--- config.mk ---
export PLATFORM = sky130hd
export DESIGN_NAME = store_narrow_flat
export DESIGN_NICKNAME = d
export VERILOG_FILES = /design/src/rtl/store_narrow_pkg.sv /design/src/rtl/store_narrow_if.sv /design/src/rtl/store_beat_sel.sv /design/src/rtl/store_narrow.sv /design/src/flat_wrapper.sv
export SDC_FILE = /design/constraint.sdc
export NUM_CORES = 1
export LEC_CHECK = 0
export CAP_MARGIN = 20
export CORE_ASPECT_RATIO = 1.1
export CORE_MARGIN = 10
export CORE_UTILIZATION = 50
export CTS_CLUSTER_DIAMETER = 80
export DETAILED_ROUTE_END_ITERATION = 10
export PLACE_DENSITY_LB_ADDON = 0.15
export RECOVER_POWER = 50
export SLEW_MARGIN = 30
export SYNTH_ARGS = -nofsm -noshare
export SYNTH_HDL_FRONTEND = slang
export SYNTH_SLANG_ARGS = --single-unit
--- constraint.sdc ---
create_clock -name clk -period 2.5 [get_ports clk]
set_input_delay 0.625 -clock clk [delete_from_list [all_inputs] [get_ports clk]]
set_output_delay 0.625 -clock clk [all_outputs]
set_load 0.01 [all_outputs]
--- src/rtl/store_narrow_pkg.sv ---
// Shared definitions for the store narrowing path: size codes, FSM states and
// helpers for beat count and alignment.
package store_narrow_pkg;

    localparam logic [1:0] SIZE_B   = 2'b00;
    localparam logic [1:0] SIZE_H   = 2'b01;
    localparam logic [1:0] SIZE_W   = 2'b10;
    localparam logic [1:0] SIZE_BAD = 2'b11;

    typedef enum logic [0:0] {StIdle, StBeat} state_e;

    function automatic logic [2:0] beats_for(input logic [1:0] size);
        case (size)
            SIZE_B:  return 3'd1;
            SIZE_H:  return 3'd2;
            SIZE_W:  return 3'd4;
            default: return 3'd0;
        endcase
    endfunction

    function automatic logic misaligned(input logic [1:0] size, input logic [1:0] addr_lo);
        return (size == SIZE_BAD) ||
               (size == SIZE_H && addr_lo[0]) ||
               (size == SIZE_W && addr_lo != 2'b00);
    endfunction

endpackage

--- src/rtl/store_narrow_if.sv ---
// CPU-side store request and byte-wide bus signals of the store narrower.
interface store_narrow_if #(
    parameter int unsigned ADDR_W = 32
);
    logic              req;
    logic [1:0]        size;
    logic [ADDR_W-1:0] addr;
    logic [31:0]       wdata;
    logic              busy;
    logic              done;
    logic              err;
    logic [ADDR_W-1:0] bus_addr;
    logic [7:0]        bus_wdata;
    logic              bus_we;
    logic              bus_ack;

    modport master (
        output req, size, addr, wdata, bus_ack,
        input  busy, done, err, bus_addr, bus_wdata, bus_we
    );

    modport slave (
        input  req, size, addr, wdata, bus_ack,
        output busy, done, err, bus_addr, bus_wdata, bus_we
    );

endinterface

--- src/rtl/store_beat_sel.sv ---
// Little-endian byte-lane selector: picks byte lane of a 32-bit word.
module store_beat_sel (
    input  logic [31:0] data,
    input  logic [1:0]  lane,
    output logic [7:0]  lane_data
);

    always_comb begin
        lane_data = data[7:0];
        unique case (lane)
            2'd0: lane_data = data[7:0];
            2'd1: lane_data = data[15:8];
            2'd2: lane_data = data[23:16];
            2'd3: lane_data = data[31:24];
        endcase
    end

endmodule

--- src/rtl/store_narrow.sv ---
// Narrows a register store to byte/half/word and emits it as byte beats on an
// 8-bit bus, stalling the pipeline until the store finishes or times out.
module store_narrow
    import store_narrow_pkg::*;
#(
    parameter int unsigned ADDR_W  = 32,
    parameter int unsigned TIMEOUT = 255
) (
    input logic           clk,
    input logic           rst_n,
    store_narrow_if.slave sif
);

    localparam int unsigned CntW = $clog2(TIMEOUT + 1);

    state_e            state_q, state_d;
    logic [1:0]        k_q, k_d;
    logic [1:0]        last_q, last_d;
    logic [CntW-1:0]   cnt_q, cnt_d;
    logic [31:0]       wdata_q, wdata_d;
    logic [ADDR_W-1:0] bus_addr_q, bus_addr_d;
    logic [7:0]        bus_wdata_q, bus_wdata_d;
    logic              bus_we_q, bus_we_d;
    logic              done_q, done_d;
    logic              err_q, err_d;

    logic              bad;
    logic              timeout;
    logic [31:0]       sel_data;
    logic [1:0]        sel_lane;
    logic [7:0]        sel_byte;

    store_beat_sel u_beat_sel (
        .data      (sel_data),
        .lane      (sel_lane),
        .lane_data (sel_byte)
    );

    always_comb begin
        bad      = misaligned(sif.size, sif.addr[1:0]);
        timeout  = (cnt_q == CntW'(TIMEOUT - 1));
        sif.busy = (state_q != StIdle) || (sif.req && !bad);
    end

    always_comb begin
        state_d     = state_q;
        k_d         = k_q;
        last_d      = last_q;
        cnt_d       = cnt_q;
        wdata_d     = wdata_q;
        bus_addr_d  = bus_addr_q;
        bus_wdata_d = bus_wdata_q;
        bus_we_d    = bus_we_q;
        done_d      = 1'b0;
        err_d       = 1'b0;
        // In IDLE the lane mux looks at the incoming word so beat 0 is ready on accept.
        sel_data    = wdata_q;
        sel_lane    = k_q + 2'd1;

        unique case (state_q)
            StIdle: begin
                sel_data = sif.wdata;
                sel_lane = 2'd0;
                if (sif.req) begin
                    if (bad) begin
                        err_d = 1'b1;
                    end else begin
                        state_d     = StBeat;
                        k_d         = 2'd0;
                        cnt_d       = '0;
                        last_d      = 2'(beats_for(sif.size) - 3'd1);
                        wdata_d     = sif.wdata;
                        bus_addr_d  = sif.addr;
                        bus_wdata_d = sel_byte;
                        bus_we_d    = 1'b1;
                    end
                end
            end
            StBeat: begin
                if (sif.bus_ack) begin
                    cnt_d = '0;
                    if (k_q == last_q) begin
                        state_d  = StIdle;
                        bus_we_d = 1'b0;
                        done_d   = 1'b1;
                    end else begin
                        k_d         = k_q + 2'd1;
                        bus_addr_d  = bus_addr_q + ADDR_W'(1);
                        bus_wdata_d = sel_byte;
                    end
                end else if (timeout) begin
                    state_d  = StIdle;
                    cnt_d    = '0;
                    bus_we_d = 1'b0;
                    done_d   = 1'b1;
                    err_d    = 1'b1;
                end else begin
                    cnt_d = cnt_q + CntW'(1);
                end
            end
        endcase
    end

    always_ff @(posedge clk or negedge rst_n) begin
        if (!rst_n) begin
            state_q     <= StIdle;
            k_q         <= 2'd0;
            last_q      <= 2'd0;
            cnt_q       <= '0;
            wdata_q     <= '0;
            bus_addr_q  <= '0;
            bus_wdata_q <= '0;
            bus_we_q    <= 1'b0;
            done_q      <= 1'b0;
            err_q       <= 1'b0;
        end else begin
            state_q     <= state_d;
            k_q         <= k_d;
            last_q      <= last_d;
            cnt_q       <= cnt_d;
            wdata_q     <= wdata_d;
            bus_addr_q  <= bus_addr_d;
            bus_wdata_q <= bus_wdata_d;
            bus_we_q    <= bus_we_d;
            done_q      <= done_d;
            err_q       <= err_d;
        end
    end

    assign sif.bus_addr  = bus_addr_q;
    assign sif.bus_wdata = bus_wdata_q;
    assign sif.bus_we    = bus_we_q;
    assign sif.done      = done_q;
    assign sif.err       = err_q;

endmodule

--- src/flat_wrapper.sv ---
// flat-port wrapper written by rule: the top's interface ports become plain ports
module store_narrow_flat import store_narrow_pkg::*;
#(
    parameter int unsigned ADDR_W  = 32,
    parameter int unsigned TIMEOUT = 255
)
  (clk, rst_n, sif_req, sif_size, sif_addr, sif_wdata, sif_bus_ack, sif_busy, sif_done, sif_err, sif_bus_addr, sif_bus_wdata, sif_bus_we);
  store_narrow_if #(.ADDR_W(ADDR_W)) sif_i ();
  input logic clk;
  input logic rst_n;
  input wire logic [$bits(sif_i.req)-1:0] sif_req;
  input wire logic [$bits(sif_i.size)-1:0] sif_size;
  input wire logic [$bits(sif_i.addr)-1:0] sif_addr;
  input wire logic [$bits(sif_i.wdata)-1:0] sif_wdata;
  input wire logic [$bits(sif_i.bus_ack)-1:0] sif_bus_ack;
  output wire logic [$bits(sif_i.busy)-1:0] sif_busy;
  output wire logic [$bits(sif_i.done)-1:0] sif_done;
  output wire logic [$bits(sif_i.err)-1:0] sif_err;
  output wire logic [$bits(sif_i.bus_addr)-1:0] sif_bus_addr;
  output wire logic [$bits(sif_i.bus_wdata)-1:0] sif_bus_wdata;
  output wire logic [$bits(sif_i.bus_we)-1:0] sif_bus_we;
  assign sif_i.req = sif_req;
  assign sif_i.size = sif_size;
  assign sif_i.addr = sif_addr;
  assign sif_i.wdata = sif_wdata;
  assign sif_i.bus_ack = sif_bus_ack;
  assign sif_busy = sif_i.busy;
  assign sif_done = sif_i.done;
  assign sif_err = sif_i.err;
  assign sif_bus_addr = sif_i.bus_addr;
  assign sif_bus_wdata = sif_i.bus_wdata;
  assign sif_bus_we = sif_i.bus_we;
  store_narrow #(.ADDR_W(ADDR_W), .TIMEOUT(TIMEOUT)) u_core (.clk(clk), .rst_n(rst_n), .sif(sif_i));
endmodule
==> flow_metrics.py <==
metrics = {
    "outcome": {
        "outcome": "finished with violations",
        "violations": "max-capacitance violations, max-slew violations",
    },
    "synthesis": {
        "syn_area_sq_mm": 0.004688,
        "synth_edf_count": 0,
        "synth.area.top_cells": "dfrtp_1 (47%), nand2_1 (12%), mux2i_1 (4.5%), o21ai_0 (3.9%), mux4_2 (3.8%)",
        "synth_top_area_share_pct": 46.97,
        "synth_top_area_cell": "dfrtp_1",
        "syn_inst": 527,
        "synth_cell_type_count": 55,
        "yosys_register_bits": 88,
        "synth_area_per_cell_sq_um": 8.896,
        "seq_area_frac_synth_pct": 46.97,
        "ys_warn_count": 0,
        "synth_top_flop_cell": "dfrtp_1",
        "synthArstFlopShare_pct": 100.0,
        "synth_fp_nets": 600,
    },
    "worst_setup_path": {
        "endpoint_kind": "primary output",
        "worstSetupStartpointType": "input port",
        "timing.rr.end": "u_core.sif.bus_addr[16]$_DFFE_PN0P_",
        "ff2ff_path_depth": 6,
        "rrSetupSlack_ns": 0.30,
        "critPathArrivalTime_ns": 1.80,
        "required_ns": 1.88,
        "r2r-start": "u_core.sif.bus_addr[0]$_DFFE_PN0P_",
        "crit_fanout": 2,
        "worstSetupPathType": "in -> out",
    },
    "routing": {
        "routed_via_density": 5.751,
        "vias": 4497,
        "first_pass_iters": 8,
        "route.met3.wl_um": 891,
        "highest_layer": "met4",
        "wl_per_cell_um": 17.04,
        "wl_met2_mm": 6.828,
        "drtIter0Drc": 294,
        "drt-met1-wl_mm": 5.437,
        "drc": 0,
        "routed_wl_mm": 13.33,
        "antenna_left": 0,
    },
    "layout": {
        "layout-drive-gt1-share_pct": 11.43,
        "diodes": 0,
        "syn_to_final_growth_pct": 35.87,
        "fin_nets": 733,
        "final_cell_mix": "nand2_1 (151), clkdlybuf4s50_1 (105), dfrtp_1 (88), o21ai_0 (37)",
        "multi_input_area_sq_mm": 0.002344,
        "filler_cell_count": 759,
        "final_common_cell": "nand2_1",
        "seq_area_sq_mm": 0.002202,
        "final_util_pct": 68.80,
    },
    "timing": {
        "setup_viol": 0,
        "rsz0062_at_grt": "false",
        "max_clock_freq_mhz": 411.5,
        "worst_pin_slew_ns": 1.944,
        "relSlewSlack_pct": -29.59,
        "period_minus_slack_ns": 2.430,
        "skew_ns": 0.01082,
        "final_hold_viol_count": 0,
        "finalMaxSlewViolations": 35,
        "fin_crit_sh_pct": 97.20,
    },
    "clocking": {
        "cts_buffers": 9,
        "cts.clk_slew.worst_paths_ns": 0.09,
        "cts_root_buf": "clkbuf_8",
        "hold_buffers": 0,
        "clkLatencyLatePin_ns": 0.36,
        "htreeDepth": 3,
        "clock_path_buffers": 2,
        "cts_tree": "yes",
        "cts.sinks": 88,
    },
    "place": {
        "gp_congestion": 0.8648,
        "portBuffers": 113,
        "dp_hpwl_mm": 9.795,
    },
    "power_and_ir_drop": {
        "cellPowerDensity_mw_per_mm2": 1118,
        "worst_ir_drop_vdd_uv": 614.9,
        "power_mw": 7.119,
        "leakage_nw": 2.786,
    },
    "grt": {
        "grt_pass1_vias": 4522,
        "grt_first_pass_wirelength_mm": 21.94,
        "grt_max_degree": 39,
        "gr-total-overflow": 0,
        "grt_usage_pct": 19.32,
        "antenna_found_initial": 0,
    },
    "min_path": {
        "worst_hold_path.endpoint": "u_core.wdata_q[6]$_DFFE_PN0P_",
        "min_from": "u_core.wdata_q[6]$_DFFE_PN0P_",
        "holdPathStages": 2,
        "min-delay-path-class": "reg -> reg",
    },
    "floorplan": {
        "dieArea_sq_mm": 0.01365,
        "die_w_um": 112.3,
        "num_rows": 37,
        "start_util_pct": 50.64,
        "io_pins": 114,
        "core_sq_mm": 0.009259,
        "die_h_um": 121.6,
    },
    "run": {
        "maxCapViolCount": 1,
    },
}
-- flip-flops by register name (all words and copies together), names as in the netlist --
signal	cells
u_core.sif.bus_addr	32
u_core.wdata_q	32
u_core.cnt_q	8
u_core.sif.bus_wdata	8
u_core.k_q	2
u_core.last_q	2
u_core.sif.bus_we	1
u_core.sif.done	1
u_core.sif.err	1
u_core.state_q	1
-- area by class of cell --
cell class | count | share of cell area [%]
timing repair buffer | 151 | 22.37
inverter | 10 | 0.5893
clock inverter | 7 | 1.434
clock buffer | 9 | 1.945
sequential | 88 | 34.57
multi-input combinational | 400 | 36.79
tap | 117 | 2.298
-- through the flow --
stage | TNS (ns) | hold WS [ns] | worst slack [ns] | instances | area, sq um
finish | 0 | 0.4790 | 0.07006 | 782 | 6370
global route | 0 | 0.4961 | 0.02433 | 782 | 6370
CTS | 0 | 0.2148 | 0.06495 | 782 | 6405
detailed placement | -0.3711 | 0.4572 | -0.3711 | 765 | 6186
global placement | -0.3342 | 0.4522 | -0.3342 | 765 | 6186
floorplan | 0 | 0.3294 | 0.3253 | 527 | 4688
-- what timing repair did --
| item | in CTS | in global routing |
|---|---|---|
| resized for setup | 7 | 0 |
| endpoints found under the setup margin | 1 | 0 |
| buffers inserted | 1 | 0 |
-- logic make-up after synthesis --
kind of cell	share of synthesized area, %
simple gates	23.94
compound gates	15.99
flops	46.97
buf+inv	3.362
mux	8.567
fa+ha+maj	0.8007
xor+xnor	0.3737
-- Yosys cell counts (4+ instances only) --
library cell	number
a211oi_1	7
a21oi_1	22
and3_1	5
buf_1	4
clkbuf_1	21
dfrtp_1	88
inv_1	9
mux2i_1	21
mux4_2	8
nand2_1	151
nand3_1	13
nand4_1	10
nor2_1	30
nor2b_1	4
nor3_1	10
nor4_1	8
o21a_1	6
o21ai_0	37
o221a_2	4
o22a_1	4
o22ai_1	4
o31ai_1	4
or3_1	6
-- where the power goes --
part	switching, mW	internal [mW]
clock network	0.580	0.485
registers	0.607	2.05
logic	1.69	1.70
-- layer usage --
| layer | up-vias | global-route usage, % |
|---|---|---|
| met4 | 0 | 6.270 |
| met1 | 2182 | 22.71 |
| met5 | - | 0 |
| met2 | 157 | 34.06 |
| met3 | 12 | 4.621 |
| li1 | 2146 | - |
-- how the worst max path moves through the flow --
stage,slack (ns),endpoint,start
6_report,0.07,sif_busy,sif_addr[1]
5_1_grt,0.02,sif_busy,sif_addr[1]
4_1_cts,0.06,sif_busy,sif_addr[1]
3_5_place_dp,-0.37,sif_busy,sif_size[0]
3_3_place_gp,-0.33,sif_busy,sif_size[0]
2_1_floorplan,0.33,u_core.sif.bus_addr[16]$_DFFE_PN0P_,u_core.sif.bus_addr[0]$_DFFE_PN0P_
-- worst max-delay path, cell delays in order --
cell and delay, ns:
clkdlybuf4s50_1 0.48, nor3_1 0.06, or2_2 0.31, a21oi_2 0.14, inv_1 0.05, buf_2 0.13
No activity file was read; power rests on OpenSTA's default activity.
